--- src/rtl/color_detect_if.sv ---
// color_detect_if
//   Bundles the scan-control handshake, the frame-buffer read port and the
//   result bus of the colour detector.
//   slave  : the detector's view (drives address, status and results)
//   master : the surrounding system (drives start and read data)
//   Signals: start, rd_addr[AW], rd_data[8], busy, done, color[2],
//            cnt_r/cnt_g/cnt_b[AW]
`timescale 1ns/1ps
interface color_detect_if #(
    parameter int AW = 15
);
    logic          start;
    logic [AW-1:0] rd_addr;
    logic [7:0]    rd_data;
    logic          busy;
    logic          done;
    logic [1:0]    color;
    logic [AW-1:0] cnt_r;
    logic [AW-1:0] cnt_g;
    logic [AW-1:0] cnt_b;

    modport slave (
        input  start, rd_data,
        output rd_addr, busy, done, color, cnt_r, cnt_g, cnt_b
    );

    modport master (
        output start, rd_data,
        input  rd_addr, busy, done, color, cnt_r, cnt_g, cnt_b
    );
endinterface

--- src/rtl/color_detect.sv ---
// color_detect
//   Scans an RGB332 frame buffer through its synchronous read port, one pixel
//   per clock, classifies each pixel as red / green / blue / other, and at the
//   end of the frame publishes the per-class counts and the dominant colour.
//   Ports:
//     clk  - system clock, rising edge
//     rst  - asynchronous, active-low reset
//     bus  - color_detect_if.slave: start, rd_addr, rd_data, busy, done,
//            color (00 none, 01 red, 10 green, 11 blue), cnt_r/g/b
`timescale 1ns/1ps
module color_detect #(
    parameter int AW      = 15,
    parameter int NPIX    = 19200,
    parameter int MIN_CNT = 64
) (
    input  logic          clk,
    input  logic          rst,
    color_detect_if.slave bus
);

    typedef enum logic [1:0] {
        IDLE   = 2'd0,
        SCAN   = 2'd1,
        FLUSH  = 2'd2,
        DECIDE = 2'd3
    } state_t;

    localparam logic [AW-1:0] LAST_ADDR = AW'(NPIX - 1);

    state_t        state;
    state_t        state_nxt;

    // High when rd_data carries a pixel of the current frame: the buffer
    // registered a valid scan address on the previous edge.
    logic          data_vld;

    logic [AW-1:0] acc_r;
    logic [AW-1:0] acc_g;
    logic [AW-1:0] acc_b;

    logic [2:0]    pix_r;
    logic [2:0]    pix_g;
    logic [1:0]    pix_b;
    logic          is_red;
    logic          is_green;
    logic          is_blue;

    logic [AW-1:0] win_cnt;
    logic [1:0]    win_color;

    // ------------------------------------------------------------------
    // State register
    // ------------------------------------------------------------------
    // NOTE: all clocked state uses non-blocking assignments so every
    // register samples the pre-edge value of every other register.
    always_ff @(posedge clk or negedge rst) begin
        if (!rst) state <= IDLE;
        else      state <= state_nxt;
    end

    // ------------------------------------------------------------------
    // Next-state logic
    // ------------------------------------------------------------------
    // NOTE: state_nxt is given a default before the case so that every
    // path assigns it and no latch is inferred.
    always_comb begin
        state_nxt = state;
        case (state)
            IDLE:    if (bus.start) state_nxt = SCAN;
            SCAN:    if (bus.rd_addr == LAST_ADDR) state_nxt = FLUSH;
            FLUSH:   state_nxt = DECIDE;
            DECIDE:  state_nxt = IDLE;
            default: state_nxt = IDLE;
        endcase
    end

    assign bus.busy = (state != IDLE);

    // ------------------------------------------------------------------
    // Pixel classification; the three classes are disjoint.
    // ------------------------------------------------------------------
    assign pix_r    = bus.rd_data[7:5];
    assign pix_g    = bus.rd_data[4:2];
    assign pix_b    = bus.rd_data[1:0];
    assign is_red   = (pix_r >= 3'd5) && (pix_g <= 3'd2) && (pix_b <= 2'd1);
    assign is_green = (pix_g >= 3'd5) && (pix_r <= 3'd2) && (pix_b <= 2'd1);
    assign is_blue  = (pix_b == 2'd3) && (pix_r <= 3'd2) && (pix_g <= 3'd2);

    // ------------------------------------------------------------------
    // Dominant colour: strict compares keep the earlier class on a tie,
    // giving red > green > blue priority.
    // ------------------------------------------------------------------
    always_comb begin
        win_color = 2'b01;
        win_cnt   = acc_r;
        if (acc_g > win_cnt) begin
            win_color = 2'b10;
            win_cnt   = acc_g;
        end
        if (acc_b > win_cnt) begin
            win_color = 2'b11;
            win_cnt   = acc_b;
        end
    end

    // ------------------------------------------------------------------
    // Address generation, counting and result registers
    // ------------------------------------------------------------------
    always_ff @(posedge clk or negedge rst) begin
        if (!rst) begin
            bus.rd_addr <= '0;
            data_vld    <= 1'b0;
            acc_r       <= '0;
            acc_g       <= '0;
            acc_b       <= '0;
            bus.done    <= 1'b0;
            bus.color   <= 2'b00;
            bus.cnt_r   <= '0;
            bus.cnt_g   <= '0;
            bus.cnt_b   <= '0;
        end else begin
            bus.done <= 1'b0;
            data_vld <= (state == SCAN);

            case (state)
                IDLE: begin
                    if (bus.start) begin
                        bus.rd_addr <= '0;
                        acc_r       <= '0;
                        acc_g       <= '0;
                        acc_b       <= '0;
                    end
                end
                SCAN: begin
                    // Hold at the last pixel rather than wrapping into
                    // unwritten buffer space.
                    if (bus.rd_addr != LAST_ADDR)
                        bus.rd_addr <= bus.rd_addr + 1'b1;
                end
                DECIDE: begin
                    bus.cnt_r <= acc_r;
                    bus.cnt_g <= acc_g;
                    bus.cnt_b <= acc_b;
                    bus.color <= (32'(win_cnt) < 32'(MIN_CNT)) ? 2'b00 : win_color;
                    bus.done  <= 1'b1;
                end
                default: ;
            endcase

            // data_vld is never set in IDLE, so this cannot collide with
            // the clear on start acceptance.
            if (data_vld) begin
                if (is_red)   acc_r <= acc_r + 1'b1;
                if (is_green) acc_g <= acc_g + 1'b1;
                if (is_blue)  acc_b <= acc_b + 1'b1;
            end
        end
    end

endmodule

--- src/flat_wrapper.sv ---
// flat-port wrapper written by rule: the top's interface ports become plain ports
module color_detect_flat 
#(
    parameter int AW      = 15,
    parameter int NPIX    = 19200,
    parameter int MIN_CNT = 64
)
  (clk, rst, bus_start, bus_rd_data, bus_rd_addr, bus_busy, bus_done, bus_color, bus_cnt_r, bus_cnt_g, bus_cnt_b);
  color_detect_if #(.AW(AW)) bus_i ();
  input  logic clk;
  input  logic rst;
  input wire logic [$bits(bus_i.start)-1:0] bus_start;
  input wire logic [$bits(bus_i.rd_data)-1:0] bus_rd_data;
  output wire logic [$bits(bus_i.rd_addr)-1:0] bus_rd_addr;
  output wire logic [$bits(bus_i.busy)-1:0] bus_busy;
  output wire logic [$bits(bus_i.done)-1:0] bus_done;
  output wire logic [$bits(bus_i.color)-1:0] bus_color;
  output wire logic [$bits(bus_i.cnt_r)-1:0] bus_cnt_r;
  output wire logic [$bits(bus_i.cnt_g)-1:0] bus_cnt_g;
  output wire logic [$bits(bus_i.cnt_b)-1:0] bus_cnt_b;
  assign bus_i.start = bus_start;
  assign bus_i.rd_data = bus_rd_data;
  assign bus_rd_addr = bus_i.rd_addr;
  assign bus_busy = bus_i.busy;
  assign bus_done = bus_i.done;
  assign bus_color = bus_i.color;
  assign bus_cnt_r = bus_i.cnt_r;
  assign bus_cnt_g = bus_i.cnt_g;
  assign bus_cnt_b = bus_i.cnt_b;
  color_detect #(.AW(AW), .NPIX(NPIX), .MIN_CNT(MIN_CNT)) u_core (.clk(clk), .rst(rst), .bus(bus_i));
endmodule
--- config.mk ---
export PLATFORM = sky130hd
export DESIGN_NAME = color_detect_flat
export DESIGN_NICKNAME = d
export VERILOG_FILES = /design/src/rtl/color_detect_if.sv /design/src/rtl/color_detect.sv /design/src/flat_wrapper.sv
export SDC_FILE = /design/constraint.sdc
export NUM_CORES = 1
export LEC_CHECK = 0
export ABC_CLOCK_PERIOD_IN_PS = 3500
export BUFFER_PORTS_ARGS = -buffer_cell sky130_fd_sc_hd__buf_4
export CORE_MARGIN = 5
export CORE_UTILIZATION = 50
export DETAILED_ROUTE_END_ITERATION = 10
export PLACE_DENSITY_LB_ADDON = 0.25
export SYNTH_ARGS = -nofsm -noshare
export SYNTH_HDL_FRONTEND = slang
export SYNTH_SLANG_ARGS = --single-unit
--- constraint.sdc ---
create_clock -name clk -period 3.5 [get_ports clk]
set_clock_uncertainty 0.05 [all_clocks]
set_input_delay 0.35 -clock clk [delete_from_list [all_inputs] [get_ports clk]]
set_output_delay 0.35 -clock clk [all_outputs]
set_load 0.01 [all_outputs]
# Word-level counts from Yosys, hierarchy flattened
# Index checks and enable logic that the tools add are counted.
totals:
  ff_bits: 111
  input_bits: 11
  word_cells: 67
  output_inout_bits: 64
classes:
  magnitude_cmp: 8
  n_reduce_logical: 11
  mux: 24
  addsub: 4
  eq_ne: 9
ops:
  columns: ["operator", "count"]
  rows:
  - ["$mux W15", 16]
  - ["$add A15 B1 Y15 const B", 4]
  - ["$gt A15 B15 Y1", 2]
  - ["$pmux W15 S2", 1]
  - ["$eq A15 B15 Y1 const B", 1]
  - ["$lt A15 B7 Y1 const B", 1]
  - ["$ne A15 B15 Y1 const B", 1]
  - ["$mux W2", 5]
  - ["$pmux W2 S4", 1]
  - ["$eq A2 B2 Y1 const B", 3]
  - ["$ge A3 B3 Y1 const B", 2]
  - ["$le A3 B2 Y1 const B", 2]
  - ["$logic_and A1 B1 Y1", 6]
  - ["$ne A2 B2 Y1 const B", 2]
  - ["$reduce_bool A2 Y1", 2]
  - ["$reduce_and A3 Y1", 1]
  - ["$eq A2 B1 Y1 const B", 1]
  - ["$le A2 B1 Y1 const B", 1]
  - ["$logic_not A2 Y1", 1]
  - ["$ne A2 B1 Y1 const B", 1]
  - ["$reduce_and A2 Y1", 1]
  - ["$mux W1", 1]

# Longest topological paths before layout
# Gate-level depths: netlist (run 1).
logic_depth:
  word_depth: 6
  depth_mapped: 18

# Least setup slack after synthesis (run 1)
# OpenSTA, ideal clock, no wires.
synth_path:
  path_type: "reg2reg"
  startpoint: "register u_core.acc_r[8]"
  endpoint: "register u_core.bus.color[1]"
  t_required_ps: 3368
  synth_period_minus_slack_ps: 3501
  n_path_buf: 2
  arrival_time_ps: 3370
  setup_slack_ps: -1
  path_stages_with_launch: 17
  cell_sequence: "dfrtp_1 -> inv_1 -> ha_1 -> a211oi_1 -> nor2_1 -> o31ai_1 -> a32o_1 -> buf_2 -> buf_4 -> mux2i_1 -> ha_1 -> a21oi_1 -> o21ai_0 -> a221oi_1 -> a22oi_1 -> a311o_1 -> a31oi_1"
synth_between:
  elab_chain_cells: 6
synth_rtl:
  columns: ["item", "line", "source"]
  rows:
  - ["from (decl)", "color_detect.sv:37", "logic [AW-1:0] acc_r;"]
  - ["from (signal assigned)", "color_detect.sv:153", "if (is_red) acc_r <= acc_r + 1'b1;"]
  - ["$gt A15 B15 Y1", "color_detect.sv:96", "if (acc_g > win_cnt) begin"]
  - ["$mux W15", "color_detect.sv:96", null]
  - ["$gt A15 B15 Y1", "color_detect.sv:100", "if (acc_b > win_cnt) begin"]
  - ["$mux W15", "color_detect.sv:100", null]
  - ["$lt A15 B7 Y1", "color_detect.sv:144", "bus.color <= (32'(win_cnt) < 32'(MIN_CNT)) ? 2'b00 : win_color;"]
  - ["$mux W2 (*)", "color_detect.sv:144", null]
  - ["to (signal assigned)", "color_detect.sv:144", null]
  - ["to (decl)", "color_detect_if.sv:24", "output rd_addr, busy, done, color, cnt_r, cnt_g, cnt_b"]
# Every way passes the cells marked *; elsewhere a longest branch is shown, timed or not.
# A chain may end at the register's enable or synchronous reset.

# Final worst setup path (run 1)
# Same ends and word-level chain as after synthesis.

==> results_dict.tcl, run 1 <==
set metrics [dict create \
    cts_tree "yes" \
    viasPerCell 6.00 \
    finalPower_mw 3.72 \
    finalWorstSetupSlack_ns -0.0156 \
    drive_above_1_share_pct 29.8 \
    drv_cap 0 \
    status "finished with violations" \
    cts_sinks 111 \
    yosysUniqueCellTypes 56 \
    path_class "flip-flop to flip-flop" \
    syn_inst 602 \
    hpwl_mm 11.3 \
    slew_violations 0 \
    worstPathCellList "inv_2 > ha_4 > a211oi_2 > nor2_1 > o31ai_1 > a32o_2 > buf_12 > mux2i_1 > ha_1 > a211oi_1 > nor2_1 > o31ai_2 > a22oi_1 > a311o_1 > a31oi_1" \
    clock-root-buffer "clkbuf_16" \
    worstSetupEndpoint "u_core.bus.color[1]" \
    layout_common_cells "buf_4 (113), dfrtp_1 (111), nor2_1 (52), nand2_1 (50), mux2_2 (45)" \
    power.leakage_nw 3.72 \
    yosys_most_used_dff "dfrtp_1" \
    syn_nets 652 \
    routedWlPerCell_microns 17.9 \
    grt_pass1_vias 4981 \
    startpoint "u_core.acc_r[8]" \
    ys.warnings.count 0 \
    core-area_sq_mm 0.0120 \
    fill_cells 980 \
    drt_iter0_drc 329 \
    relSlewSlack_pct 24.6 \
    final_common_cell "buf_4" \
    seq_area_frac_synth_pct 45.3 \
    regToRegSetupSlack_ns -0.02 \
    path_common_cell "nor2_1" \
    arrival_ns 3.74 \
    place_congestion 0.928 \
    rsz0062_at_grt "yes" \
    timing.final.crit_share_pct 100 \
    drt-pass1-iter-count 5 \
    synthToLayoutAreaGrowth_pct 22.2 \
    cp_data_required_time_ns 3.72 \
    rows 40 \
    grt_max_degree 64 \
    start_util_pct 51.1 \
    htreeDepth 3 \
    die_x_microns 121 \
    max_freq_mhz 284 \
    antenna_cells_inserted 0 \
    finalNetCount 754 \
    violations "setup timing" \
    r2r-end "u_core.bus.color[1]" \
    die_h_microns 121 \
    io_pins 75 \
    hold_violations 0 \
    post-route-drc-count 0 \
    cts_hold_buf 0 \
    powerDensity_mw_per_mm2 496 \
    cp-end-kind "flip-flop" \
    ys_seq_elements 111 \
    drtAntennaViolNets 0 \
    synth_edf_count 0 \
    io_buffers 74 \
    slowest_delay_ns 0.39 \
    reg2reg_from "u_core.acc_r[8]" \
    cp_slowest_cell "dfrtp_1" \
    die_area_sq_mm 0.0146 \
    setup-violations-final 1 \
    antenna_found_initial 0 \
    async_reset_ff_share_pct 100 \
    vias 5133 \
    ir_worst_vdd_mv 0.299 \
    numCtsBuffers 9 \
    clk_pin_slew_ns 0.07 \
    worst_hold_path_type "input pin to asynchronous set/reset pin" \
    clk_latency_ns 0.36 \
    dp_slack_ns -0.108 \
    path_max_fanout 5 \
    whs_ns 0.0222 \
    start_kind "flip-flop" \
    drt-total-wl_mm 15.3 \
    period_needed_ns 3.52 \
    grt_pass1_wl_mm 24.7 \
    post-route-util_pct 62.4 \
    grt_remaining_overflow 0 \
    tightestPinTransition_ns 1.13 \
    postSynthAreaPerCell_sq_um 10.2 \
    rr_worst_depth 15 \
    grt.total_usage_pct 21.1 \
    synthesis.area_sq_mm 0.00614 \
    clock_path_buffers 2 \
]
## where the power goes
part           internal (mW)  leakage, nW  switching [mW]
registers               1.36         1.51          0.0859
logic                  0.659         2.07           0.580
clock network          0.575        0.140           0.461
total                   2.60         3.72            1.13
## how the worst min path moves through the flow
stage / slack (ns) / start / end
2_1_floorplan: 0.004 / rst / u_core.acc_b[0]
3_3_place_gp: 0.44 / rst / u_core.bus.cnt_b[7]
3_5_place_dp: 0.44 / rst / u_core.bus.cnt_b[3]
4_1_cts: 0.06 / rst / u_core.bus.cnt_b[3]
5_1_grt: 0.09 / rst / u_core.bus.cnt_b[7]
6_report: 0.02 / rst / u_core.bus.cnt_b[3]
## synth_stat cells (3+ instances only)
| library cell | n | area share (%) |
|---|---|---|
| dfrtp_1 | 111 | 45 |
| nor2_1 | 52 | 3.2 |
| nand2_1 | 51 | 3.1 |
| mux2_2 | 45 | 8.3 |
| ha_1 | 39 | 8.0 |
| o21ai_0 | 39 | 3.2 |
| nand3_1 | 36 | 2.9 |
| inv_1 | 26 | 1.6 |
| mux2i_1 | 20 | 3.3 |
| a21oi_1 | 19 | 1.5 |
| nand4_1 | 17 | 1.7 |
| clkbuf_1 | 12 | 0.73 |
| o31ai_1 | 12 | 1.5 |
| and3_1 | 10 | 1.0 |
| xor2_1 | 10 | 1.4 |
| a31oi_1 | 8 | 0.82 |
| nor3_1 | 7 | 0.57 |
| buf_2 | 6 | 0.49 |
| o21ai_1 | 6 | 0.49 |
| nor4_1 | 5 | 0.51 |
| o211ai_1 | 5 | 0.61 |
| a32o_1 | 4 | 0.65 |
| and4_1 | 4 | 0.57 |
| buf_1 | 4 | 0.24 |
| nand3_2 | 4 | 0.65 |
| o41ai_1 | 4 | 0.57 |
| xnor2_1 | 4 | 0.57 |
| a211oi_1 | 3 | 0.37 |
| and2_1 | 3 | 0.31 |
| or3_1 | 3 | 0.31 |
## per-stage QoR
step | TNS [ns] | std cells | cell area [sq um]
after floorplan | 0 | 602 | 6140
after global placement | 0 | 836 | 7060
after detailed placement | -0.108 | 836 | 7060
after CTS | 0 | 854 | 7390
after global routing | -0.193 | 856 | 7500
final | -0.0156 | 856 | 7500
## flip-flops by register name, indices dropped and copies added, names as in the netlist
signal              count
u_core.acc_b           15
u_core.bus.color        2
u_core.acc_r           15
u_core.acc_g           15
u_core.state            2
u_core.data_vld         1
u_core.bus.rd_addr     15
u_core.bus.cnt_b       15
u_core.bus.done         1
u_core.bus.cnt_r       15
u_core.bus.cnt_g       15
## cell type report
cell class	instances	area (sq um)	area share, %
well taps	147	184	2.45
inverters	27	101	1.35
repair buffers	116	918	12.2
clock buffers	13	250	3.34
multi-input cells	439	3230	43.0
clock inverters	3	42.5	0.567
flip-flops and latches	111	2780	37.0
## routing by layer
metal,vias to the layer above,track usage [%],routed length (microns)
li1,2404,-,-
met1,2547,25.4,6220
met2,141,36.9,7900
met3,41,3.65,663
met4,0,9.49,520
met5,-,0,0
## worst max-delay path: cells and delay by family, from the launching register on
family | cells | cell delay [ns]
mux | 1 | 0.20
simple gates | 2 | 0.20
buf+inv | 2 | 0.23
fa+ha+maj | 2 | 0.48
flops | 1 | 0.39
compound gates | 8 | 1.88
## kinds of logic after synthesis
family | synth area share [%]
AND/OR/NAND/NOR | 17.7
AO/OA/AOI/OAI | 11.6
flip-flops | 45.3
multiplexers | 11.9
buffers and inverters | 3.55
adder cells (fa/ha/maj) | 7.95
XOR/XNOR | 2.00
## timing repair
item,4_1_cts,5_1_grt
setup endpoints to repair,1,2
setup buffers,2,0
cloned,0,2
pin swaps,3,13
gates resized for setup,5,16
(Power assumes the default switching activity.)
==> run 2: changes to the inputs <==
- ABC_AREA: default -> 1
==> run 2 against run 1 <==
Compared with the run above:
- the flow now finishes without violations
- total power rose by 92%
- hold slack gained 0.12 ns
- global-route usage grew 1.2 points
- synthesized cell count grew 28%
- via count up 12%
- setup slack better by 0.20 ns
- wire length grew 7.3%
- critical endpoint is now u_core.bus.color[0]
- highest routed layer unchanged
==> results_dict.tcl, run 2 <==
set metrics [dict create \
    place_congestion 0.880 \
    power.share.switching_pct 49.0 \
    viasPerCell 5.52 \
    relSlewSlack_pct 29.4 \
    timing.final.crit_share_pct 94.6 \
    regToRegSetupSlack_ns 0.19 \
    power.leakage_nw 3.71 \
    synth_common_cells "nand2_1 (195), dfrtp_1 (111), inv_1 (85), o21ai_0 (76), nand3_1 (45)" \
    sequentialPowerShare_pct 22.4 \
    pwr-share-comb_pct 63.4 \
    postSynthAreaPerCell_sq_um 8.13 \
    die_h_microns 122 \
    path_class "flip-flop to flip-flop" \
    post-route-util_pct 60.8 \
    slowest_delay_ns 0.40 \
    hold_violations 0 \
    slew_violations 0 \
    clock_power_share_pct 14.3 \
    syn_nets 821 \
    fill_cells 1054 \
    io_pins 75 \
    cts_hold_buf 0 \
    status "completed" \
    drt-total-wl_mm 16.4 \
    grt_pass1_vias 5352 \
    reg2reg_from "u_core.acc_r[8]" \
    drt_iter0_drc 453 \
    finalNetCount 918 \
    grt_pass1_wl_mm 26.4 \
    async_reset_ff_share_pct 100 \
    cts_tree "yes" \
    worst_hold_path_type "input pin to asynchronous set/reset pin" \
    r2r-end "u_core.bus.color[0]" \
    cp_data_required_time_ns 3.75 \
    cp-end-kind "flip-flop" \
    use_met1_pct 29.6 \
    drive_above_1_share_pct 19.0 \
    synthToLayoutAreaGrowth_pct 20.8 \
    grt_max_degree 83 \
    core-area_sq_mm 0.0125 \
    io_buffers 74 \
    htreeDepth 3 \
    antenna_cells_inserted 0 \
    p_switching_mw 3.50 \
    start_util_pct 50.3 \
    post-route-drc-count 0 \
    yosysUniqueCellTypes 38 \
    setup-tns-final_ns 0 \
    grt.total_usage_pct 22.3 \
    cp_top_family "simple AND/OR/NAND/NOR gates" \
    vias 5761 \
    syn_inst 771 \
    numCtsBuffers 9 \
    path_max_fanout 12 \
    arrival_ns 3.56 \
    worstPathCellList "inv_1 > ha_1 > nand2_1 > nand2_1 > nand2_1 > nand2_1 > a21oi_4 > nand2_8 > nand2_8 > nand2_1 > o21ai_2 > inv_1 > ha_1 > nand2_1 > nor2_2 > nand2_1 > nor2_2 > nand2_1 > nand2_1 > nand2_2 > buf_4 > a31oi_1 > nand3_1 > nand2_1" \
    critical_path_buf_inv_count 3 \
    met3_usage_pct 3.34 \
    seq_area_frac_synth_pct 44.3 \
    setup-violations-final 0 \
    period_needed_ns 3.31 \
    drtAntennaViolNets 0 \
    clock_path_buffers 2 \
    cp_slowest_cell "dfrtp_1" \
    use_met2_pct 36.4 \
    rr_worst_depth 24 \
    ir_worst_vdd_mv 0.675 \
    cts_sinks 111 \
    yosys.cell_count.top_type "nand2_1" \
    yosys_most_used_dff "dfrtp_1" \
    synth.area.top_cells "dfrtp_1 (44%), nand2_1 (12%), ha_1 (7.8%)" \
    tightestPinTransition_ns 1.06 \
    powerDensity_mw_per_mm2 943 \
    top_usage_layer "met2" \
    die_area_sq_mm 0.0149 \
    yosys.area.top_type_share_pct 44.3 \
    drv_cap 0 \
    drt-pass1-iter-count 5 \
    grt_remaining_overflow 0 \
    finalPower_mw 7.14 \
    ys.warnings.count 0 \
    synthesis.area_sq_mm 0.00627 \
    routedWlPerCell_microns 15.7 \
    die_x_microns 122 \
    clk_pin_slew_ns 0.07 \
    rows 41 \
    antenna_found_initial 0 \
    path_common_cell "nand2_1" \
    clk_latency_ns 0.36 \
    power.internal_mw 3.64 \
    layout_common_cells "nand2_1 (193), dfrtp_1 (111), buf_4 (99), inv_1 (77), o21ai_0 (74)" \
    start_kind "flip-flop" \
    ys_seq_elements 111 \
    hpwl_mm 11.7 \
    final_common_cell "nand2_1" \
    yosys.area.top_type "dfrtp_1" \
    max_freq_mhz 302 \
    clock-root-buffer "clkbuf_16" \
    synth_edf_count 0 \
]
==> run 2: cell type report <==
| type | count | area (sq um) | area share [%] |
|---|---|---|---|
| inverter | 92 | 348 | 4.59 |
| clock buffer | 11 | 233 | 3.07 |
| sequential | 111 | 2780 | 36.7 |
| multi-input combinational | 554 | 3190 | 42.1 |
| timing repair buffer | 100 | 763 | 10.1 |
| clock inverter | 4 | 47.5 | 0.628 |
| tap | 172 | 215 | 2.84 |
==> run 2: how the worst max path moves through the flow <==
stage                           from                   to  slack, ns  depth (start not counted)
CTS                 u_core.acc_r[11]  u_core.bus.color[0]       0.03                         23
finish               u_core.acc_r[8]  u_core.bus.color[0]       0.19                         24
floorplan           u_core.acc_r[10]  u_core.bus.color[0]       0.44                         26
global route         u_core.acc_r[8]  u_core.bus.color[1]      -0.04                         24
detailed placement  u_core.acc_r[10]  u_core.bus.color[0]       0.06                         22
global placement    u_core.acc_r[13]  u_core.bus.color[0]       0.25                         24
==> run 2: layer usage <==
metal	vias up	part of all wire, %
met2	192	48
met4	0	3.0
met3	35	5.5
li1	2778	-
met5	-	0
met1	2756	43
==> run 2: cells by family after synthesis <==
logic type	Yosys count	share of synthesized area [%]
compound gates	146	13.0
simple gates	346	25.2
fa+ha+maj	39	7.78
buf+inv	110	7.04
flops	111	44.3
mux	3	0.479
xor+xnor	16	2.24
==> run 2: power by group through the flow <==
stage               combinational, mW  sequential, mW  clock [mW]
floorplan                        2.73            1.62           0
global placement                 3.41            1.60           0
detailed placement               3.53            1.61           0
CTS                              3.55            1.59        1.04
global route                     4.95            1.62        1.08
finish                           4.53            1.60        1.02
==> run 2: worst reg2reg max path: stages, from the launching register on <==
cell     delay [ns]
dfrtp_1        0.40
inv_1          0.13
ha_1           0.28
nand2_1        0.08
nand2_1        0.05
nand2_1        0.05
nand2_1        0.09
a21oi_4        0.20
nand2_8        0.14
nand2_8        0.12
nand2_1        0.08
o21ai_2        0.07
inv_1          0.06
ha_1           0.27
nand2_1        0.06
nor2_2         0.12
nand2_1        0.09
nor2_2         0.17
nand2_1        0.07
nand2_1        0.07
nand2_2        0.09
buf_4          0.15
a31oi_1        0.17
nand3_1        0.12
nand2_1        0.07
==> run 2: timing repair <==
item,CTS,global route
setup endpoints to repair,0,2
gates resized for setup,0,25
setup buffers,0,12
==> run 2: through the flow <==
step                      setup slack, ns  std cells  hold WS, ns  cell area (sq um)
after floorplan                     0.438        771      0.00441               6270
after global placement              0.250       1013        0.406               7060
after detailed placement           0.0650       1013        0.410               7060
after CTS                          0.0331       1028        0.169               7340
after global routing              -0.0401       1044        0.224               7570
final                               0.188       1044        0.138               7570
